**src/rtl/jump_label_loader.sv**
```systemverilog
// Boot-time loader for the jump-label table: scans instruction memory for label
// markers and records each marker's address, with a combinational read port.
module jump_label_loader #(
  parameter int                     ADDR_W  = 16,
  parameter int                     INSTR_W = 9,
  parameter logic [INSTR_W-5:0]     MARK_OP = 5'b11111,
  parameter int                     LABELS  = 16
) (
  input  logic              clk,
  input  logic              rst_n,
  input  logic              start,
  input  logic [ADDR_W-1:0] prog_len,
  output logic [ADDR_W-1:0] imem_addr,
  output logic              imem_rd,
  input  logic [INSTR_W-1:0] imem_data,
  output logic              busy,
  output logic              done,
  output logic              dup_err,
  output logic [4:0]        label_count,
  input  logic [3:0]        lut_idx,
  output logic [ADDR_W-1:0] lut_target,
  output logic              lut_valid
);

  typedef enum logic [1:0] {IDLE, SCAN, DRAIN, FINISH} state_t;

  state_t              state, state_nxt;
  logic [ADDR_W-1:0]   len;
  logic [ADDR_W-1:0]   cnt;
  logic [ADDR_W-1:0]   pipe_addr;
  logic                pipe_vld;
  logic [LABELS-1:0]   valid;
  logic [ADDR_W-1:0]   target [LABELS];

  logic                last_issue;
  logic                is_marker;
  logic [3:0]          mark_idx;
  logic                accept;

  assign accept     = (state == IDLE) && start;
  assign last_issue = (state == SCAN) && (cnt == len - ADDR_W'(1));
  assign is_marker  = (imem_data[INSTR_W-1:4] == MARK_OP);
  assign mark_idx   = imem_data[3:0];

  always_ff @(posedge clk or negedge rst_n) begin
    if (!rst_n) state <= IDLE;
    else        state <= state_nxt;
  end

  // NOTE: every signal driven here gets a default first, so no path can infer a latch.
  always_comb begin
    state_nxt = state;
    case (state)
      IDLE:    if (start) state_nxt = (prog_len == '0) ? FINISH : SCAN;
      SCAN:    if (last_issue) state_nxt = DRAIN;
      DRAIN:   state_nxt = FINISH;
      FINISH:  state_nxt = IDLE;
      default: state_nxt = IDLE;
    endcase
  end

  assign busy      = (state == SCAN) || (state == DRAIN);
  assign done      = (state == FINISH);
  assign imem_rd   = (state == SCAN);
  assign imem_addr = cnt;

  // NOTE: the table storage is reset too, because a reset must leave no trace of a prior scan.
  always_ff @(posedge clk or negedge rst_n) begin
    if (!rst_n) begin
      len         <= '0;
      cnt         <= '0;
      pipe_addr   <= '0;
      pipe_vld    <= 1'b0;
      valid       <= '0;
      dup_err     <= 1'b0;
      label_count <= '0;
      for (int i = 0; i < LABELS; i++) target[i] <= '0;
    end else begin
      pipe_vld  <= (state == SCAN);
      pipe_addr <= cnt;

      if (accept) begin
        len         <= prog_len;
        cnt         <= '0;
        valid       <= '0;
        dup_err     <= 1'b0;
        label_count <= '0;
      end else if ((state == SCAN) && !last_issue) begin
        cnt <= cnt + ADDR_W'(1);
      end

      // Data for the read issued last cycle is on imem_data now; first occurrence wins.
      if (pipe_vld && is_marker) begin
        if (!valid[mark_idx]) begin
          valid[mark_idx]  <= 1'b1;
          target[mark_idx] <= pipe_addr;
          label_count      <= label_count + 5'd1;
        end else begin
          dup_err <= 1'b1;
        end
      end
    end
  end

  assign lut_valid  = valid[lut_idx];
  assign lut_target = valid[lut_idx] ? target[lut_idx] : '0;

endmodule

```
**config.mk**
```make
export PLATFORM = sky130hd
export DESIGN_NAME = jump_label_loader
export DESIGN_NICKNAME = d
export VERILOG_FILES = /design/src/rtl/jump_label_loader.sv
export SDC_FILE = /design/constraint.sdc
export NUM_CORES = 1
export LEC_CHECK = 0
export BUFFER_PORTS_ARGS = -buffer_cell sky130_fd_sc_hd__clkbuf_2
export CAP_MARGIN = 40
export CORE_UTILIZATION = 65
export DETAILED_ROUTE_END_ITERATION = 16
export PLACE_DENSITY = 0.9
export SLEW_MARGIN = 20
export SYNTH_ARGS = -nofsm -noshare
export SYNTH_HDL_FRONTEND = slang
export SYNTH_SLANG_ARGS = --single-unit
```
**constraint.sdc**
```tcl
create_clock -name clk -period 7.1 [get_ports clk]
set_input_delay 0.355 -clock clk [delete_from_list [all_inputs] [get_ports clk]]
set_output_delay 0.355 -clock clk [all_outputs]
set_load 0.05 [all_outputs]
```
== Yosys cells after proc, flatten, opt, wreduce, memory -nomap -nowiden ==
Cells that the tools add are included.
Word-level totals
  flip-flop bits (word level): 329
  bits of input ports: 32
  logic and storage cells: 85
Cells by class
  add/sub/neg operators: 3
  order comparisons: 6
  equal/unequal tests: 7
  muxes and demuxes: 28
  bitwise operators: 4
  reduce and logical (&&, ||, !) cells: 13
Operators with widths (count)
  bitwise mux 256 bit: 1
  two-way mux 16 bit: 9
  binary-select mux 16 bit (select 4 bit): 1
  demux 16 bit (select 4 bit): 1
  adder 16 x 1 -> 16 bit (second input constant): 1
  equality test 16 bit: 1
  zero test 16 bit: 1
  bitwise OR 16 bit: 1
  subtractor 16 x 1 -> 16 bit (second input constant): 1
  two-way mux 5 bit: 3
  greater-or-equal comparator 5 bit (second input constant): 2
  < comparator 4 x 5 -> 1 bit (second input constant): 2
  inverter 4 -> 5 bit: 2
  binary-select mux 1 bit (select 4 bit): 2
  case mux 2 bit (4 select lines): 1
  logical AND 1 bit: 6
  two-way mux 1 bit: 6
  two-way mux 2 bit: 3
  adder 5 x 1 -> 5 bit (second input constant): 1
  equality test 5 bit (second input constant): 1
  < comparator 5 x 1 -> 1 bit (second input constant): 1
  demux 1 bit (select 4 bit): 1
  equality test 2 bit (second input constant): 2
  greater-or-equal comparator 4 x 1 -> 1 bit (second input constant): 1
  9 further kinds: 10

== Depth between registers and ports, before layout ==
  depth in word-level cells: 7
  gate-level depth with buffers: 12
  gate-level depth less buffers: 9

== Worst setup path after synthesis ==
No wires, ideal clock.
  path kind: input to output
  from: input port lut_idx[0]
  to: output port lut_target[0]
  arrival: 2.886 ns
  data required time: 6.745 ns
  setup slack: 3.859 ns
  stages on the path: 6
  buffers on the path: 3
  cell sequence: clkbuf_1 > buf_1 > buf_1 > mux4_2 > mux4_2 > nor2b_1
On the way
  cells in the longest elaborated chain, start to end: 5
Ends and longest elaborated chain
  from (decl): line 20  | input logic [3:0] lut_idx,
  inverter 4 -> 5 bit (implied by the code): line 106  | assign lut_target = valid[lut_idx] ? target[lut_idx] : '0;
  binary-select mux 16 bit (select 4 bit): line 106
  two-way mux 16 bit (implied by the code) (2 in series): line 106
  two-way mux 16 bit *: line 106
  to (decl): line 21  | output logic [ADDR_W-1:0] lut_target,
Mark *: on every way between the ends. The rest lies on a longest branch, timed or not. The select of a mux whose other input is x is not followed.

== Final worst setup path ==
  from: register valid[10]
  to: register target[46] (netlist name)
On the way
  cells in the longest elaborated chain, start to end: 4
Ends and longest elaborated chain
  from (decl): line 32  | logic [LABELS-1:0] valid;
  from (signal assigned): line 74  | valid <= '0;
  from (signal assigned): line 85  | valid <= '0;
  from (signal, indexed assignment): line 95  | valid[mark_idx] <= 1'b1;
  binary-select mux 1 bit (select 4 bit): line 94  | if (!valid[mark_idx]) begin
  two-way mux 1 bit (implied by the code): line 94
  inverter 1 bit (no source line)
  AND reduction 2 bit (no source line)
  to (signal, indexed assignment): line 96  | target[mark_idx] <= pipe_addr;
  to (decl): line 33  | logic [ADDR_W-1:0] target [LABELS];
Every way passes these cells. The select of a mux whose other input is x is not followed.
A chain may end at the register's enable or synchronous reset.

==> impl_metrics.tcl <==
set metrics [dict create \
    status "finished clean" \
    synth_edf_count 0 \
    async_reset_ff_frac 1.00 \
    syn_area_per_cell_um2 14.5 \
    cts_setup_buffers 0 \
    fp-row-count 55 \
    drc 0 \
    cp_max_fo 11 \
    utilization 0.752 \
    h-tree-depth 2 \
    setup_tns_ns 0 \
    layout.nets 1156 \
    setup_viol 0 \
    tritoncts "built" \
    cp-start-kind "flip-flop" \
    syn_inst 1062 \
    cts.sinks 329 \
    core-area_um2 22900 \
    fin_skew_ns 0.0169 \
    final_hold_viol_count 0 \
    ant_nets 0 \
    ioPinCount 74 \
    cap_viol_max_count 0 \
    via_count 9730 \
    root_buffer "clkbuf_16" \
    gp_congestion 0.840 \
    grt_pass1_wl_mm 59.4 \
    critPathRequiredTime_ns 7.49 \
    synth_fp_nets 1102 \
    end_kind "flip-flop" \
    numPortBuffers 73 \
    num_antenna_cells 0 \
    yosys.cell_types.count 58 \
    max_clock_freq_ghz 0.282 \
    critPathKind "flip-flop to flip-flop" \
    rsz0062_at_grt "no" \
    post_drt_wl_per_cell_um 25.9 \
    yosysTopAreaCell "dfrtp_1" \
    peakVddDrop_mv 0.377 \
    synth_warnings 0 \
    synthTopCellsByArea "dfrtp_1 53%, mux2_2 18%, mux4_2 13%" \
    synthFlopType "dfrtp_1" \
    r2r_slack_ns 3.55 \
    post-route-min-period_ns 3.55 \
    synth-seq-area-share 0.534 \
    yosysMostFrequentCell "dfrtp_1" \
    die_w_um 156 \
    floorplan.die_area_um2 24300 \
    first_iter_violations 689 \
    grt_pass1_vias 10400 \
    clk_pin_slew_ns 0.06 \
    cts-buffers-inserted 34 \
    p_leak_nw 8.34 \
    r2r_end "target[46]$_DFFE_PN0P_" \
    crit_arrival_ns 3.93 \
    fin_crit_sh 0.500 \
    rr_startpoint "valid[10]$_DFF_PN0_" \
    cp-startpoint "valid[10]$_DFF_PN0_" \
    drv_slew 0 \
    worstSkewPairLatency_ns 0.52 \
    clockBufferDepth 3 \
    synth_seq_cells 329 \
    synth_common_cells "329 x dfrtp_1, 249 x mux2_2, 89 x mux4_2" \
    track_usage 0.330 \
    area_delta_synth_final_pct 11.9 \
    worst_pin_slew_ns 0.882 \
    rr_worst_depth 8 \
    dr.pass1.iters 5 \
    totalWireLength_mm 37.7 \
    dp_hpwl_mm 22.4 \
    mappedNetlistArea_um2 15400 \
    slew_headroom 0.410 \
    grt_max_degree 148 \
    synth_top_area_share 0.534 \
    die_h_um 156 \
    via_per_inst 6.69 \
    overflow 0 \
    antenna_found_initial 0 \
    endpoint "target[46]$_DFFE_PN0P_" \
    min_path_type "input port to flip-flop" \
    initial_core_util 0.672 \
    drive_gt1_frac 0.441 \
    cellPowerDensity_nw_per_um2 263 \
]
==> critical path: stages (launching register included) <==
cell and delay [ns]:
dfrtp_1 0.44, mux4_2 0.48, mux4_2 0.51, nor3_2 0.25
buf_4 0.25, and3b_1 0.25, nor2b_2 0.63, buf_6 0.24
mux2_2 0.35
==> area by class of cell <==
type,count,area [µm²]
Multi-Input combinational cell,643,6790
Fill cell,1280,5680
Tap cell,313,392
Sequential cell,329,8230
Clock inverter,7,47.5
Clock buffer,55,1050
Timing Repair Buffer,96,674
Inverter,12,45.0
==> cell families after synthesis <==
family | share of synthesized area
muxes | 0.321
DFF | 0.534
and+or+nand+nor | 0.0724
buffers and inverters | 0.0262
AOI/OAI and AO/OA | 0.0266
xor gates and xnor gates | 0.0125
adders and majority gates | 0.00650
==> power by group <==
part           leakage, nW  switching [W]  internal [W]
clock                0.534       0.000737       0.00102
combinational         3.24       0.000433      0.000243
sequential            4.56       0.000146       0.00196
==> what timing repair did <==
item                      in CTS  in global routing
hold endpoints to repair     117                  0
hold buffers                   1                  0
resized for setup              0                  0
==> how the worst min path moves through the flow <==
stage / startpoint / to / depth (start not counted)
floorplan: rst_n / dup_err$_DFF_PN0_ / 0
global placement: target[215]$_DFFE_PN0P_ / target[215]$_DFFE_PN0P_ / 1
detailed placement: target[219]$_DFFE_PN0P_ / target[219]$_DFFE_PN0P_ / 1
CTS: prog_len[5] / len[5]$_DFFE_PN0P_ / 3
global route: prog_len[3] / len[3]$_DFFE_PN0P_ / 3
finish: prog_len[5] / len[5]$_DFFE_PN0P_ / 3
==> registers in the layout, indices dropped and copies added, names as in the netlist <==
name         count
target         256
pipe_addr       16
imem_addr       16
pipe_vld         1
state            2
dup_err          1
len             16
label_count      5
valid           16
==> stage by stage <==
step | instances | hold slack [ns] | total power [W] | setup WS, ns | cell area, µm²
6_report | 1455 | 0.0486 | 0.00454 | 3.55 | 17200
3_5_place_dp | 1388 | 0.475 | 0.00280 | 2.84 | 16100
2_1_floorplan | 1062 | 0.0594 | 0.00259 | 3.86 | 15400
3_3_place_gp | 1379 | 0.463 | 0.00276 | 3.05 | 15900
5_1_grt | 1455 | 0.0488 | 0.00470 | 3.34 | 17200
4_1_cts | 1451 | 0.0387 | 0.00454 | 2.96 | 17200
==> metal layers <==
layer | GRT usage | vias to the layer above | wire length (µm)
met5 | 0 | - | 0
met2 | 0.538 | 461 | 18900
met3 | 0.0728 | 118 | 2730
met1 | 0.427 | 5119 | 14400
met4 | 0.150 | 0 | 1660
li1 | - | 4032 | -
==> cells in the final DEF, fill, tap and decap left out, types with 4 or more instances in the layout <==
cell	instances
a21oi_1	14
nor3_1	4
clkbuf_16	37
dfrtp_1	329
clkbuf_8	6
a21o_1	10
buf_6	5
ha_1	8
clkbuf_2	70
and3_1	4
clkbuf_1	12
o31ai_1	9
mux4_2	89
o21ai_0	13
mux2_1	9
nand4_1	8
nand2b_1	5
o211ai_1	5
nor4_1	10
mux2i_1	4
xor2_1	4
nand2_1	79
nor2_1	10
or3_1	5
buf_8	5
mux2_2	249
nor2b_1	20
nand3_1	15
or4_1	12
xnor2_1	18
buf_4	10
nor2_4	4
inv_1	12
No activity file was read; power rests on OpenSTA's default activity.
